File: config.mk
export PLATFORM = sky130hd
export DESIGN_NAME = mac_acc_ctrl
export DESIGN_NICKNAME = d
export VERILOG_FILES = /design/src/rtl/mac_acc_ctrl.sv
export SDC_FILE = /design/constraint.sdc
export NUM_CORES = 1
export LEC_CHECK = 0
export CORE_AREA = 2 2 186 188
export CTS_BUF_LIST = sky130_fd_sc_hd__clkbuf_16
export CTS_CLUSTER_SIZE = 20
export DETAILED_ROUTE_END_ITERATION = 10
export DIE_AREA = 0 0 188 190
export GPL_TIMING_DRIVEN = 1
export PLACE_DENSITY = 0.64
export SYNTH_ARGS = -nofsm -noshare
export SYNTH_HDL_FRONTEND = slang
export SYNTH_SLANG_ARGS = --single-unit
File: constraint.sdc
create_clock -name clk -period 3.8 [get_ports clk]
set_input_delay 0.57 -clock clk [delete_from_list [all_inputs] [get_ports clk]]
set_output_delay 0.57 -clock clk [all_outputs]
set_load 0.005 [all_outputs]
File: src/rtl/mac_acc_ctrl.sv
// Pass controller for a parallel multiply-accumulate array.
// Holds NUM_MAC 13-bit accumulators and a sign-magnitude secret register.
// Each accepted coefficient beat loads the external multiplier's result
// into the accumulators and rotates the secret negacyclically.
// After NUM_COEFF beats the controller pulses done for one cycle.
module mac_acc_ctrl #(
  parameter int unsigned NUM_MAC   = 8,
  parameter int unsigned NUM_COEFF = 256
) (
  input  logic                    clk,
  input  logic                    rst,
  input  logic                    start,
  input  logic [NUM_MAC*4-1:0]    secret_in,
  input  logic                    a_valid,
  input  logic [12:0]             a_coeff_in,
  output logic                    a_ready,
  output logic [12:0]             mult_a_coeff,
  output logic [NUM_MAC*4-1:0]    mult_secret,
  output logic [NUM_MAC*16-1:0]   mult_acc,
  input  logic [NUM_MAC*16-1:0]   mult_result,
  output logic                    busy,
  output logic                    done,
  output logic [NUM_MAC*16-1:0]   acc_result
);

  localparam int unsigned CW = (NUM_COEFF > 1) ? $clog2(NUM_COEFF) : 1;
  localparam logic [CW-1:0] LAST = CW'(NUM_COEFF - 1);

  typedef enum logic [1:0] {
    IDLE,
    RUN,
    DONE
  } state_t;

  state_t          state;
  state_t          state_next;
  logic [12:0]     acc    [NUM_MAC];
  logic [3:0]      secret [NUM_MAC];
  logic [CW-1:0]   cnt;
  logic            beat;
  logic [NUM_MAC*3-1:0] unused_hi;

  // State register
  always_ff @(posedge clk) begin
    if (rst) begin
      state <= IDLE;
    end else begin
      state <= state_next;
    end
  end

  // Next-state logic
  always_comb begin
    state_next = state;
    unique case (state)
      IDLE:    if (start) state_next = RUN;
      RUN:     if (beat && (cnt == LAST)) state_next = DONE;
      DONE:    state_next = IDLE;
      default: state_next = IDLE;
    endcase
  end

  // State-decoded handshake and status outputs
  always_comb begin
    a_ready      = (state == RUN);
    busy         = (state == RUN);
    done         = (state == DONE);
    beat         = a_valid & (state == RUN);
    mult_a_coeff = a_coeff_in;
  end

  // Accumulator, secret rotation and beat counter
  always_ff @(posedge clk) begin
    if (rst) begin
      for (int unsigned i = 0; i < NUM_MAC; i++) begin
        acc[i]    <= '0;
        secret[i] <= '0;
      end
      cnt <= '0;
    end else if ((state == IDLE) && start) begin
      for (int unsigned i = 0; i < NUM_MAC; i++) begin
        acc[i]    <= '0;
        secret[i] <= secret_in[i*4 +: 4];
      end
      cnt <= '0;
    end else if (beat) begin
      for (int unsigned i = 0; i < NUM_MAC; i++) begin
        acc[i] <= mult_result[i*16 +: 13];
      end
      // Negacyclic shift: the lane wrapping to position 0 flips its sign bit
      secret[0] <= {~secret[NUM_MAC-1][3], secret[NUM_MAC-1][2:0]};
      for (int unsigned i = 1; i < NUM_MAC; i++) begin
        secret[i] <= secret[i-1];
      end
      cnt <= (cnt == LAST) ? '0 : cnt + CW'(1);
    end
  end

  // Lane packing; accumulators persist after DONE so acc_result holds until next start
  always_comb begin
    mult_secret = '0;
    mult_acc    = '0;
    acc_result  = '0;
    unused_hi   = '0;
    for (int unsigned i = 0; i < NUM_MAC; i++) begin
      mult_secret[i*4 +: 4]   = secret[i];
      mult_acc[i*16 +: 16]    = {3'b000, acc[i]};
      acc_result[i*16 +: 16]  = {3'b000, acc[i]};
      // Upper product bits are intentionally dropped: accumulation is mod 2^13
      unused_hi[i*3 +: 3]     = mult_result[i*16+13 +: 3];
    end
  end

endmodule

==> impl_metrics.json <==
{
  "initial_core_util_pct": 20.2,
  "wirelength_um": 21500,
  "crit_path_end_kind": "flip-flop",
  "routedWlPerCell_um": 16.6,
  "finalCritPeriodShare_pct": 60.9,
  "final-hold-violation-count": 0,
  "grtUsageTotal_pct": 11.8,
  "place_congestion": 0.742,
  "dr_total_vias": 4790,
  "io-pin-count": 481,
  "fin_crit_ns": 2.31,
  "avgViaCountPerCell": 3.69,
  "first_iter_violations": 177,
  "fin_skew_ns": 0.0105,
  "synth.avg_cell_area_sq_um": 12.2,
  "synth_most_common_cell": "buf_4",
  "grt_max_degree": 84,
  "area_growth_pct": 56.5,
  "async_reset_ff_share_pct": 0,
  "drtAntennaViolNets": 0,
  "seq_area_frac_synth_pct": 60.5,
  "cts_sinks": 146,
  "drc_errors": 0,
  "critical_path_class": "in2reg",
  "dp_hpwl_um": 16200,
  "synth_top_area_share_pct": 53.8,
  "r2r-end": "acc[1][3]$_SDFFCE_PN0P_",
  "dieArea_sq_um": 35700,
  "max_freq_ghz": 0.432,
  "synth.distinct_cells": 33,
  "hp-class": "reg2reg",
  "slew_headroom_pct": 47.1,
  "numCtsBuffers": 17,
  "worstPathMaxFanout": 51,
  "layout.nets": 1009,
  "antenna_cells": 0,
  "yosys_warnings": 0,
  "synth_common_cells": "166 x buf_4, 123 x edfxtp_1, 91 x and2_1, 48 x nand2_1, 24 x a21oi_1",
  "rows": 68,
  "ys.flop_type": "edfxtp_1",
  "antenna_found_initial": 0,
  "overflow": 0,
  "outcome": "finished clean",
  "cts-htree-levels": 4,
  "grt_pass1_vias": 4718,
  "cts_setup_buffers": 0,
  "clk_pin_slew_ns": 0.06,
  "maxCapViolCount": 0,
  "die_x_um": 188,
  "post-place-ws_ns": 0.922,
  "firstDrtPassIters": 6,
  "p_leak_nw": 3.95,
  "clock_latency_ns": 0.43,
  "finalMaxSlewViolations": 0,
  "cts.path.max_buffers": 2,
  "synth_edf_count": 123,
  "cts-root-buf": "clkbuf_16",
  "cp.arrival_ns": 2.24,
  "io_buffers": 382,
  "cts_tree": "done",
  "yosysTopAreaCell": "edfxtp_1",
  "die_h_um": 190,
  "setup_violations": 0,
  "tns_ns": 0,
  "core_area_sq_um": 33900,
  "synth_area_sq_um": 6870,
  "ir_worst_vdd_mv": 0.303,
  "required_ns": 3.73,
  "synth_cells": 564,
  "max_slew.worst_pin.slew_ns": 0.794,
  "powerDensity_nw_per_um2": 411,
  "grt_first_pass_wirelength_um": 30500,
  "regToRegSetupSlack_ns": 1.74,
  "critPathLaunch": "rst",
  "startpoint_type": "primary input",
  "critPathCapture": "acc[1][3]$_SDFFCE_PN0P_",
  "ys_ff_latch": 146,
  "cts_resized": 0,
  "grt_setup_unrepaired": "no",
  "r2r-start": "state[1]$_SDFFE_PP0P_",
  "drive_gt1_share_pct": 5.45,
  "setup_ws_ns": 1.49,
  "ys_top_cells_by_area": "edfxtp_1 54%, buf_4 18%, and2_1 8.3%",
  "hold_buffers": 0,
  "reg2reg_depth": 3
}
## final cells by class
type / instances / area (sq um)
Clock inverter: 15 / 131
Multi-Input combinational cell: 272 / 1570
Timing Repair Buffer: 391 / 3890
Sequential cell: 146 / 4150
Fill cell: 3406 / 23200
Tap cell: 455 / 569
Clock buffer: 17 / 425
Inverter: 3 / 11.3
## critical path: stages
cell and delay [ns]:
clkdlybuf4s50_1 0.66, inv_1 0.33, nand3_4 0.62
## state kept, by name, summed over array words and instances, names as in the netlist
signal / flops
secret: 32
state: 2
cnt: 8
acc: 104
## routing by layer
metal	global-route usage [%]	part of all wire, %	vias to the layer above
li1	-	-	2252
met1	14.2	41	2269
met2	19.5	49	247
met3	3.89	7.6	22
met4	4.66	1.8	0
met5	0	0	-
## where the power goes
part | internal [mW] | switching, mW
clock network | 0.907 | 0.724
registers | 1.90 | 0.105
logic | 0.520 | 0.268
## worst min path at each step
stage	start	endpoint	slack, ns	cells past startpoint
final	acc[0][9]$_SDFFE_PP0N_	acc[0][9]$_SDFFE_PP0N_	0.47	2
after global routing	acc[0][9]$_SDFFE_PP0N_	acc[0][9]$_SDFFE_PP0N_	0.49	2
after CTS	acc[0][9]$_SDFFE_PP0N_	acc[0][9]$_SDFFE_PP0N_	0.47	2
after detailed placement	acc[0][9]$_SDFFE_PP0N_	acc[0][9]$_SDFFE_PP0N_	0.46	2
after global placement	acc[0][11]$_SDFFE_PP0N_	acc[0][11]$_SDFFE_PP0N_	0.46	2
after floorplan	cnt[7]$_SDFFE_PP0P_	cnt[7]$_SDFFE_PP0P_	0.46	2
## per-stage QoR
stage | util, % | std cells | total power, mW | area (sq um) | hold slack [ns]
after detailed placement | 30.0 | 1267 | 2.84 | 10200 | 0.464
final | 31.7 | 1299 | 4.42 | 10800 | 0.470
after floorplan | - | 611 | 2.32 | 7050 | 0.461
after CTS | 31.7 | 1299 | 4.51 | 10800 | 0.471
after global routing | 31.7 | 1299 | 4.62 | 10800 | 0.487
after global placement | 30.0 | 1267 | 2.83 | 10200 | 0.463
## cells in the final DEF (no fill, tap or decap), types with 4 or more instances in the layout
| cell type | n |
|---|---|
| buf_4 | 9 |
| clkbuf_16 | 17 |
| o21ai_0 | 4 |
| clkdlybuf4s50_1 | 382 |
| inv_6 | 5 |
| inv_1 | 4 |
| and2_1 | 91 |
| edfxtp_1 | 123 |
| o31ai_1 | 4 |
| a22o_1 | 23 |
| a21oi_1 | 24 |
| conb_1 | 48 |
| dfxtp_1 | 23 |
| nand2_1 | 48 |
## kinds of logic after synthesis
group | share of synthesized area, %
AOI/OAI and AO/OA | 5.95
adders and majority gates | 0.182
buffers and inverters | 19.9
DFF | 60.5
muxes | 0.146
other | 0.0546
and+or+nand+nor | 13.3
(Power assumes the default switching activity.)
